===== src/rtl/rgb_luma_pipe_if.sv =====
// Pixel-in / luma-out stream bundle for rgb_luma_pipe.
// Upstream side: valid_i/ready_o with r_i, g_i, b_i and last_i.
// Downstream side: valid_o/ready_i with luma_o and last_o.
interface rgb_luma_pipe_if #(
  parameter int Width = 8
);
  logic             valid_i;
  logic             ready_o;
  logic [Width-1:0] r_i;
  logic [Width-1:0] g_i;
  logic [Width-1:0] b_i;
  logic             last_i;
  logic             valid_o;
  logic             ready_i;
  logic [Width-1:0] luma_o;
  logic             last_o;

  // Stream source/sink: drives pixels in and ready downstream.
  modport master (
    output valid_i, r_i, g_i, b_i, last_i, ready_i,
    input  ready_o, valid_o, luma_o, last_o
  );

  // The converter itself.
  modport slave (
    input  valid_i, r_i, g_i, b_i, last_i, ready_i,
    output ready_o, valid_o, luma_o, last_o
  );
endinterface


===== src/rtl/rgb_luma_pipe.sv =====
// Fixed-point RGB to luma: Y = (Wr*R + Wg*G + Wb*B + 2^(Frac-1)) >> Frac, round-half-up.
// Latency 2 cycles, 1 pixel/cycle; end-of-line marker travels in lockstep with its pixel.
// Backpressure stalls the whole pipe: en = ~v2_r | ready_i, ready_o = en (only comb path).
// Ports: clk_i, reset_ni (async active-low), bus (slave modport of rgb_luma_pipe_if).
module rgb_luma_pipe #(
  parameter int Width   = 8,
  parameter int Frac    = 8,
  parameter int WeightR = 77,
  parameter int WeightG = 150,
  parameter int WeightB = 29
) (
  input  logic            clk_i,
  input  logic            reset_ni,
  rgb_luma_pipe_if.slave  bus
);

  localparam int PW = Width + Frac;      // product width
  localparam int SW = Width + Frac + 2;  // sum width, headroom for three terms

  localparam logic [PW-1:0] WR  = PW'(WeightR);
  localparam logic [PW-1:0] WG  = PW'(WeightG);
  localparam logic [PW-1:0] WB  = PW'(WeightB);
  localparam logic [SW-1:0] RND = SW'(2 ** (Frac - 1));

  // Weights summing to at most 1.0 is what guarantees the result fits in
  // Width bits without any clipping stage.
  if (Frac < 1 || (WeightR + WeightG + WeightB) > (2 ** Frac)) begin : g_illegal_weights
    $error("rgb_luma_pipe: weights must sum to <= 2^Frac and Frac must be >= 1");
  end

  logic             en;
  logic             v1_r, v2_r;
  logic             l1_r, l2_r;
  logic [PW-1:0]    pr_r, pg_r, pb_r;
  logic [SW-1:0]    sum;
  logic [Width-1:0] luma_r;

  assign en  = ~v2_r | bus.ready_i;
  assign sum = SW'(pr_r) + SW'(pg_r) + SW'(pb_r) + RND;

  // Stage 1: per-channel products. Data loads on en whether or not the
  // pixel is valid; the valid bit alone qualifies it downstream.
  always_ff @(posedge clk_i or negedge reset_ni) begin
    if (!reset_ni) begin
      v1_r <= 1'b0;
      l1_r <= 1'b0;
      pr_r <= '0;
      pg_r <= '0;
      pb_r <= '0;
    end else if (en) begin
      v1_r <= bus.valid_i;
      l1_r <= bus.last_i;
      pr_r <= WR * PW'(bus.r_i);
      pg_r <= WG * PW'(bus.g_i);
      pb_r <= WB * PW'(bus.b_i);
    end
  end

  // Stage 2: rounded sum, shifted back to integer luma. Holding on !en
  // keeps luma_o/last_o stable while the output is stalled.
  always_ff @(posedge clk_i or negedge reset_ni) begin
    if (!reset_ni) begin
      v2_r   <= 1'b0;
      l2_r   <= 1'b0;
      luma_r <= '0;
    end else if (en) begin
      v2_r   <= v1_r;
      l2_r   <= l1_r;
      luma_r <= Width'(sum >> Frac);
    end
  end

  assign bus.ready_o = en;
  assign bus.valid_o = v2_r;
  assign bus.luma_o  = luma_r;
  assign bus.last_o  = l2_r;

endmodule


===== src/flat_wrapper.sv =====
// flat-port wrapper written by rule: the top's interface ports become plain ports
module rgb_luma_pipe_flat 
#(
  parameter int Width   = 8,
  parameter int Frac    = 8,
  parameter int WeightR = 77,
  parameter int WeightG = 150,
  parameter int WeightB = 29
)
  (clk_i, reset_ni, bus_valid_i, bus_r_i, bus_g_i, bus_b_i, bus_last_i, bus_ready_i, bus_ready_o, bus_valid_o, bus_luma_o, bus_last_o);
  rgb_luma_pipe_if #(.Width(Width)) bus_i ();
  input  logic clk_i;
  input  logic reset_ni;
  input wire logic [$bits(bus_i.valid_i)-1:0] bus_valid_i;
  input wire logic [$bits(bus_i.r_i)-1:0] bus_r_i;
  input wire logic [$bits(bus_i.g_i)-1:0] bus_g_i;
  input wire logic [$bits(bus_i.b_i)-1:0] bus_b_i;
  input wire logic [$bits(bus_i.last_i)-1:0] bus_last_i;
  input wire logic [$bits(bus_i.ready_i)-1:0] bus_ready_i;
  output wire logic [$bits(bus_i.ready_o)-1:0] bus_ready_o;
  output wire logic [$bits(bus_i.valid_o)-1:0] bus_valid_o;
  output wire logic [$bits(bus_i.luma_o)-1:0] bus_luma_o;
  output wire logic [$bits(bus_i.last_o)-1:0] bus_last_o;
  assign bus_i.valid_i = bus_valid_i;
  assign bus_i.r_i = bus_r_i;
  assign bus_i.g_i = bus_g_i;
  assign bus_i.b_i = bus_b_i;
  assign bus_i.last_i = bus_last_i;
  assign bus_i.ready_i = bus_ready_i;
  assign bus_ready_o = bus_i.ready_o;
  assign bus_valid_o = bus_i.valid_o;
  assign bus_luma_o = bus_i.luma_o;
  assign bus_last_o = bus_i.last_o;
  rgb_luma_pipe #(.Width(Width), .Frac(Frac), .WeightR(WeightR), .WeightG(WeightG), .WeightB(WeightB)) u_core (.clk_i(clk_i), .reset_ni(reset_ni), .bus(bus_i));
endmodule

===== config.mk =====
export PLATFORM = sky130hd
export DESIGN_NAME = rgb_luma_pipe_flat
export DESIGN_NICKNAME = d
export VERILOG_FILES = /design/src/rtl/rgb_luma_pipe_if.sv /design/src/rtl/rgb_luma_pipe.sv /design/src/flat_wrapper.sv
export SDC_FILE = /design/constraint.sdc
export NUM_CORES = 1
export LEC_CHECK = 0
export ABC_AREA = 1
export CAP_MARGIN = 20
export CORE_ASPECT_RATIO = 0.75
export CORE_MARGIN = 5
export CORE_UTILIZATION = 30
export CTS_CLUSTER_DIAMETER = 100
export CTS_CLUSTER_SIZE = 14
export DETAILED_ROUTE_END_ITERATION = 7
export GPL_ROUTABILITY_DRIVEN = 0
export GPL_TIMING_DRIVEN = 0
export PLACE_DENSITY_LB_ADDON = 0.08
export SLEW_MARGIN = 25
export SYNTH_ARGS = -nofsm -noshare
export SYNTH_HDL_FRONTEND = slang
export SYNTH_SLANG_ARGS = --single-unit

===== constraint.sdc =====
create_clock -name clk_i -period 4.2 [get_ports clk_i]
set_input_delay 0.42 -clock clk_i [delete_from_list [all_inputs] [get_ports clk_i]]
set_output_delay 0.42 -clock clk_i [all_outputs]
set_load 0.1 [all_outputs]

# == After elaboration in Yosys (flattened, before gate mapping) ==
# Cells that the tools add are included.
# totals
output_inout_bits,11
inputBits,29
ff_bits,55
elab_cells,16
# classes
mul,3
bitwise_logic,2
n_addsub,3
# ops
operator,n
multiplier 7 x 8 -> 15 bit (first input constant),2
adder 15 x 16 -> 16 bit,1
adder 16 x 13 -> 16 bit,1
adder 16 x 8 -> 16 bit (second input constant),1
multiplier 5 x 8 -> 13 bit (first input constant),1
inverter 1 bit,1
bitwise OR 1 bit,1

# == Depth between registers and ports, before layout ==
# Gate-level depths: netlist of the first run.
# logic_depth
word_depth,3
depth_mapped,18

# == Worst setup path after synthesis of the first run ==
# No wires, ideal clock.
# synth_path
path_type,input port to flip-flop
from,input bus_r_i[4]
to,register u_core.pr_r[14]
setup_time_ps,126
required_ps,4074
arrival_time_ps,2928
path_stages,13
setup_slack_ps,1146
n_path_buf,0
cell_sequence,ha_1 > ha_1 > inv_1 > fa_1 > fa_1 > inv_1 > ha_1 > nand2_1 > nor2_1 > o21ai_0 > nand3_1 > nand2_1 > a21oi_1
# synth_between
elab_chain_cells,1
# synth_lines
element,line,source
"start, declared",flat_wrapper.sv:15,input wire logic [$bits(bus_i.r_i)-1:0] bus_r_i;
multiplier 7 x 8 -> 15 bit,rgb_luma_pipe.sv:53,pr_r <= WR * PW'(bus.r_i);
"end signal, assigned",rgb_luma_pipe.sv:53,
"end, declared",rgb_luma_pipe.sv:34,"logic [PW-1:0] pr_r, pg_r, pb_r;"
# No other way between the ends.
# A chain may end at the register's enable or synchronous reset.

# == Final worst setup path of the first run ==
# layout_path
from,input bus_r_i[5]
to,register u_core.pr_r[12]
# Same word-level chain as after synthesis.

==> results.sh, run 1 <==
export IMPL_powerDensity_nw_per_um2=772
export IMPL_cp_data_arrival_time_ps=4020
export IMPL_hpwlAfterDp_mm=13.8
export IMPL_htree_levels=2
export IMPL_fin_tns_setup_ps=0
export IMPL_slowest_delay_ps=610
export IMPL_finalNetCount=1055
export IMPL_yosysMostFrequentCell="nand2_1"
export IMPL_relSlewSlack_pct=32.9
export IMPL_cp_startpoint="bus_r_i[5]"
export IMPL_seqPwrFrac_pct=15.0
export IMPL_synthDistinctLibCells=26
export IMPL_yosysTopAreaCellShare_pct=24.9
export IMPL_period_share_pct=90.2
export IMPL_antenna_found_initial=0
export IMPL_grt_use_met2_pct=21.5
export IMPL_routed_via_density=4.48
export IMPL_path_class="input port to register"
export IMPL_slew_violations=0
export IMPL_cts_sinks=55
export IMPL_clk_latency_ps=300
export IMPL_cts_root_buf="clkbuf_16"
export IMPL_drc=0
export IMPL_synth_common_cells="nand2_1, inv_1, ha_1"
export IMPL_fp_coreArea_um2=20400
export IMPL_port_buffers=39
export IMPL_clockBufferDepth=2
export IMPL_routed_wl_mm=16.2
export IMPL_crit_family="adder cells"
export IMPL_rsz0062_at_grt="false"
export IMPL_die_w_um=177
export IMPL_fin_area_um2=7200
export IMPL_cp_cell_sequence="clkdlybuf4s50_1 > ha_1 > ha_1 > inv_1 > fa_1 > fa_1 > inv_1 > ha_1 > nand2_1 > nor2_1 > o21ai_0 > nand3_1 > nand2_1 > nand3_1 > nand2_1"
export IMPL_initial_core_util_pct=30.8
export IMPL_cp_start_kind="input port"
export IMPL_worstHoldStart="u_core.v1_r"
export IMPL_timing_rr_start="u_core.pb_r[3]"
export IMPL_share_comb_of_total_power_pct=76.9
export IMPL_ir_worst_vdd_uv=382
export IMPL_hold_viol=0
export IMPL_worst_pin_slew_ps=1000
export IMPL_gr_usage_met3_pct=2.04
export IMPL_insertedDiodeCount=0
export IMPL_clock_skew_final_ps=9.89
export IMPL_dr_pass1_iters=6
export IMPL_crit_path_end_kind="register"
export IMPL_yosysTopAreaCell="ha_1"
export IMPL_p_sw_share_pct=55.3
export IMPL_drv_cap=0
export IMPL_grt_max_degree=43
export IMPL_grt_pass1_vias=5078
export IMPL_async_flop_share_pct=100
export IMPL_detail_route_iter0_violations=216
export IMPL_syn_area_um2=6270
export IMPL_hold_class="register to register"
export IMPL_internal_power_uw=2480
export IMPL_pwr_share_clk_pct=8.0
export IMPL_die_y_um=135
export IMPL_post_route_util_pct=35.3
export IMPL_cts_made_buffers=5
export IMPL_critical_path_slowest_cell="clkdlybuf4s50_1"
export IMPL_syn_inst=815
export IMPL_yosysWarnings=0
export IMPL_syn_avg_cell_area_um2=7.70
export IMPL_synth_edf_count=0
export IMPL_path_max_fanout=4
export IMPL_post_cts_buffers=0
export IMPL_rows=45
export IMPL_setup_violations=0
export IMPL_area_delta_synth_final_pct=14.8
export IMPL_busiest_layer="met1"
export IMPL_boundaryPins=40
export IMPL_ys_seq_area_share_pct=21.9
export IMPL_layout_min_cycle_time_ps=3790
export IMPL_drive_above_1_share_pct=2.31
export IMPL_post_drt_wl_per_cell_um=14.2
export IMPL_final_antenna_net_count=0
export IMPL_post_dp_cell_area_um2=7040
export IMPL_leakage_uw=0.00401
export IMPL_vias=5130
export IMPL_status="complete, no violations"
export IMPL_clk_pin_slew_ps=70
export IMPL_cts_tree="yes"
export IMPL_synth_nets=1007
export IMPL_dieArea_um2=23900
export IMPL_postCtsResizedCells=0
export IMPL_critPathBufInv=3
export IMPL_p_switching_uw=3080
export IMPL_critical_path_required_ps=4430
export IMPL_synthTopCellsByArea="ha_1, dfrtp_1, fa_1, nand2_1, inv_1"
export IMPL_synth_flop_cell="dfrtp_1"
export IMPL_track_usage_pct=14.3
export IMPL_use_met1_pct=22.4
export IMPL_max_freq_mhz=264
export IMPL_grt_ovfl_total=0
export IMPL_grt_pass1_wl_mm=27.3
export IMPL_synth_seq_cells=55
## layer usage
metal	up-vias	routed length, µm	part of all wire (%)
li1	2685	-	-
met1	2376	9100	56
met2	64	6600	41
met3	5	480	3.0
met4	0	57	0.35
met5	-	0	0
## power by group through the flow
stage / combinational, µW / sequential, µW / clock (µW)
floorplan: 2940 / 1130 / 0
global placement: 4330 / 845 / 0
detailed placement: 4280 / 847 / 0
CTS: 4330 / 838 / 464
global route: 4950 / 863 / 483
finish: 4280 / 836 / 448
## sequential cells by signal, summed over array words and instances, names as in the netlist
register / count
u_core.bus.last_o: 1
u_core.bus.luma_o: 8
u_core.bus.valid_o: 1
u_core.l1_r: 1
u_core.pb_r: 13
u_core.pg_r: 15
u_core.pr_r: 15
u_core.v1_r: 1
## metrics by stage
stage	hold slack [ps]	total power, µW	setup WS, ps	std cells
2_1_floorplan	124	4080	1150	815
3_3_place_gp	439	5170	22.8	1136
3_5_place_dp	305	5130	57.9	1137
4_1_cts	476	5630	353	1146
5_1_grt	500	6290	174	1146
6_report	464	5560	411	1146
## worst reg2reg max path: cells and delay by family (launching register included)
kind,cells,cell delay [ps]
compound gates,1,390
flops,1,330
fa+ha+maj,3,1200
simple gates,8,570
buf+inv,2,100
## logic make-up after synthesis
family          synth area share [%]
flops                           21.9
buf+inv                         10.8
fa+ha+maj                       37.0
xor+xnor                        1.67
simple gates                    20.7
compound gates                  7.84
## layout make-up
type / instances / area (µm²)
tap: 282 / 353
clock buffer: 7 / 143
clock inverter: 1 / 8.76
sequential: 55 / 1380
timing repair buffer: 41 / 425
multi-input combinational: 582 / 4220
inverter: 167 / 627
fill: 2241 / 13200
buffer: 11 / 51.3
## cell usage in the layout, fill, tap and decap left out, types with 6 or more instances in the layout
| master | instances |
|---|---|
| nand2_1 | 198 |
| inv_1 | 166 |
| ha_1 | 125 |
| nand3_1 | 55 |
| dfrtp_1 | 55 |
| nor2_1 | 43 |
| o21ai_0 | 39 |
| fa_1 | 38 |
| clkdlybuf4s50_1 | 38 |
| a21oi_1 | 32 |
| nand4_1 | 9 |
| buf_2 | 8 |
| xnor2_1 | 8 |
| o21bai_1 | 6 |
| o22ai_1 | 6 |
## worst paths after layout
path	to	slack (ps)	cells after the start
min in group asynchronous	u_core.bus.luma_o[1]	520	2
worst min-delay path	u_core.bus.valid_o	460	2
worst min register to register	u_core.bus.valid_o	460	2
worst max register to register	u_core.bus.luma_o[2]	1510	14
max in group asynchronous	u_core.pr_r[14]	3190	3
worst max-delay path	u_core.pr_r[12]	410	15
## what timing repair did
item / 4_1_cts / 5_1_grt
hold endpoints to repair: 13 / 0
setup endpoints to repair: 0 / 0
hold buffers: 1 / 0
Note: power is estimated with default switching activity, not from simulation.
==> run 2, diff against run 1 <==
--- a/config.mk
+++ b/config.mk
@@ -16,6 +16,7 @@
 export GPL_ROUTABILITY_DRIVEN = 0
 export GPL_TIMING_DRIVEN = 0
 export PLACE_DENSITY_LB_ADDON = 0.08
+export SETUP_SLACK_MARGIN = 0.2
 export SLEW_MARGIN = 25
 export SYNTH_ARGS = -nofsm -noshare
 export SYNTH_HDL_FRONTEND = slang
==> constraint.sdc (replaced) <==
create_clock -name clk_i -period 4.25 [get_ports clk_i]
set_input_delay 0.425 -clock clk_i [delete_from_list [all_inputs] [get_ports clk_i]]
set_output_delay 0.425 -clock clk_i [all_outputs]
set_load 0.1 [all_outputs]
==> results of run 2 <==
Same layout as run 1 (identical final DEF). Status: complete, no violations.
Among the figures that moved: setup slack after placement 57.9 ps -> 103 ps; setup slack after layout 411 ps -> 456 ps; register-to-register setup slack 1510 ps -> 1560 ps; total power 5560 µW -> 5500 µW; worst IR drop on VDD 382 µV -> 378 µV
==> run 3, diff against run 2 <==
--- a/config.mk
+++ b/config.mk
@@ -15,7 +15,7 @@
 export DETAILED_ROUTE_END_ITERATION = 7
 export GPL_ROUTABILITY_DRIVEN = 0
 export GPL_TIMING_DRIVEN = 0
-export PLACE_DENSITY_LB_ADDON = 0.08
+export PLACE_DENSITY_LB_ADDON = 0.12
 export SETUP_SLACK_MARGIN = 0.2
 export SLEW_MARGIN = 25
 export SYNTH_ARGS = -nofsm -noshare
==> run 3 against run 2 <==
Compared with the run above: clock power is 12% higher; first-iteration DRC count up 42%; sequential share of layout area is essentially flat; critical path type unchanged; clock skew shrank 0.73 ps.
==> results.sh, run 3 (same netlist as run 1, synthesis figures left out) <==
export IMPL_status="complete, no violations"
export IMPL_grt_max_degree=40
export IMPL_layout_min_cycle_time_ps=3740
export IMPL_cts_tree="yes"
export IMPL_boundaryPins=40
export IMPL_fin_ws_ps=506
export IMPL_insertedDiodeCount=0
export IMPL_track_usage_pct=13.6
export IMPL_max_freq_mhz=267
export IMPL_worst_pin_slew_ps=982
export IMPL_slew_violations=0
export IMPL_clk_pin_slew_ps=70
export IMPL_cts_made_buffers=5
export IMPL_hold_path_end="u_core.bus.valid_o"
export IMPL_critical_path_slowest_cell="clkdlybuf4s50_1"
export IMPL_routed_wl_mm=15.6
export IMPL_seq_area_um2=1380
export IMPL_vias=5057
export IMPL_ir_worst_vdd_uv=368
export IMPL_period_share_pct=88.1
export IMPL_post_drt_wl_per_cell_um=13.6
export IMPL_cp_data_arrival_time_ps=3980
export IMPL_path_class="input port to register"
export IMPL_drv_cap=0
export IMPL_cts_root_buf="clkbuf_16"
export IMPL_cp_cell_sequence="clkdlybuf4s50_1 > ha_1 > ha_1 > inv_1 > fa_1 > fa_1 > inv_1 > ha_1 > nand2_1 > nand2_1 > o21ai_0 > nand3_1 > nand2_1 > nand3_1 > nand2_1"
export IMPL_worstRegToRegCells=12
export IMPL_timing_rr_start="u_core.pb_r[6]"
export IMPL_die_y_um=135
export IMPL_fin_tns_setup_ps=0
export IMPL_post_dp_cell_area_um2=7040
export IMPL_fp_coreArea_um2=20400
export IMPL_critPathMostFrequentCell="nand2_1"
export IMPL_setup_violations=0
export IMPL_min_delay_path_depth=2
export IMPL_grt_pass1_vias=4926
export IMPL_initial_core_util_pct=30.8
export IMPL_multi_input_area_um2=4220
export IMPL_hold_viol=0
export IMPL_drc=0
export IMPL_worstHoldStart="u_core.v1_r"
export IMPL_final_cells=1146
export IMPL_dr_pass1_iters=4
export IMPL_r2r_setup_slack_ps=1630
export IMPL_htree_levels=2
export IMPL_finalNetCount=1055
export IMPL_place_ws_ps=154
export IMPL_grt_pass1_wl_mm=26.0
export IMPL_cp_start_kind="input port"
export IMPL_layout_commonest_cell="nand2_1"
export IMPL_area_delta_synth_final_pct=15.0
export IMPL_clockBufferDepth=2
export IMPL_fill_cells=2245
export IMPL_dieArea_um2=23900
export IMPL_largestRegisters="u_core.pg_r x15, u_core.pr_r x15, u_core.pb_r x13"
export IMPL_port_buffers=39
export IMPL_fin_area_um2=7220
export IMPL_cts_sinks=55
export IMPL_relSlewSlack_pct=34.3
export IMPL_critical_path_required_ps=4490
export IMPL_clk_latency_ps=310
export IMPL_hpwlAfterDp_mm=13.2
export IMPL_hold_class="register to register"
export IMPL_detail_route_iter0_violations=306
export IMPL_p_total_uw=5530
export IMPL_drive_above_1_share_pct=2.43
export IMPL_leakage_uw=0.00402
export IMPL_path_max_fanout=4
export IMPL_postCtsResizedCells=0
export IMPL_routed_via_density=4.41
export IMPL_powerDensity_nw_per_um2=767
export IMPL_die_w_um=177
export IMPL_timing_rr_end="u_core.bus.luma_o[3]"
export IMPL_antenna_found_initial=0
export IMPL_rsz0062_at_grt="false"
export IMPL_final_antenna_net_count=0
export IMPL_clock_skew_final_ps=9.15
export IMPL_crit_path_end_kind="register"
export IMPL_placed_cells=1137
export IMPL_rows=45
export IMPL_final_cell_mix="nand2_1, inv_1, ha_1"
export IMPL_slowest_delay_ps=630
export IMPL_grt_ovfl_total=0
run 3: layer usage:
| layer | track usage, % | up-vias | wire length, µm |
|---|---|---|---|
| met1 | 22.8 | 2303 | 9140 |
| met3 | 1.73 | 6 | 491 |
| met4 | 1.55 | 0 | 40 |
| li1 | - | 2697 | - |
| met5 | 0 | - | 0 |
| met2 | 18.7 | 51 | 5940 |
run 3: worst max-delay path, delay by kind of cell:
kind / cells / cell delay [ps]
fa+ha+maj: 5 / 1910
buf+inv: 3 / 720
simple gates: 6 / 660
compound gates: 1 / 260
run 3: timing repair:
item,in CTS,in global routing
hold buffers,1,0
setup endpoints to repair,0,0
endpoints found under the hold margin,16,0
buffers inserted,0,0
run 3: how the worst max path moves through the flow:
stage	from	end	slack, ps	depth (start not counted)
after floorplan	bus_r_i[4]	u_core.pr_r[14]	1190	13
after global placement	bus_r_i[5]	u_core.pr_r[12]	150	15
after detailed placement	bus_r_i[5]	u_core.pr_r[12]	150	15
after CTS	bus_r_i[5]	u_core.pr_r[12]	470	15
after global routing	bus_r_i[5]	u_core.pr_r[12]	210	15
final	bus_r_i[5]	u_core.pr_r[12]	510	15
run 3: layout make-up:
| type | count | share of cell area (%) |
|---|---|---|
| Buffer | 11 | 0.711 |
| Clock buffer | 5 | 1.73 |
| Clock inverter | 3 | 0.641 |
| Inverter | 167 | 8.69 |
| Multi-Input combinational cell | 582 | 58.5 |
| Sequential cell | 55 | 19.1 |
| Tap cell | 282 | 4.89 |
| Timing Repair Buffer | 41 | 5.79 |
run 3: stage by stage:
stage	hold slack (ps)	util, %
final	448	35.4
after global routing	473	35.4
after CTS	450	35.4
after detailed placement	313	34.5
after global placement	426	34.4
after floorplan	129	-
run 3: report_power, final:
group	internal (µW)	switching, µW
sequential	733	86.8
combinational	1480	2740
clock	281	213
total	2490	3040
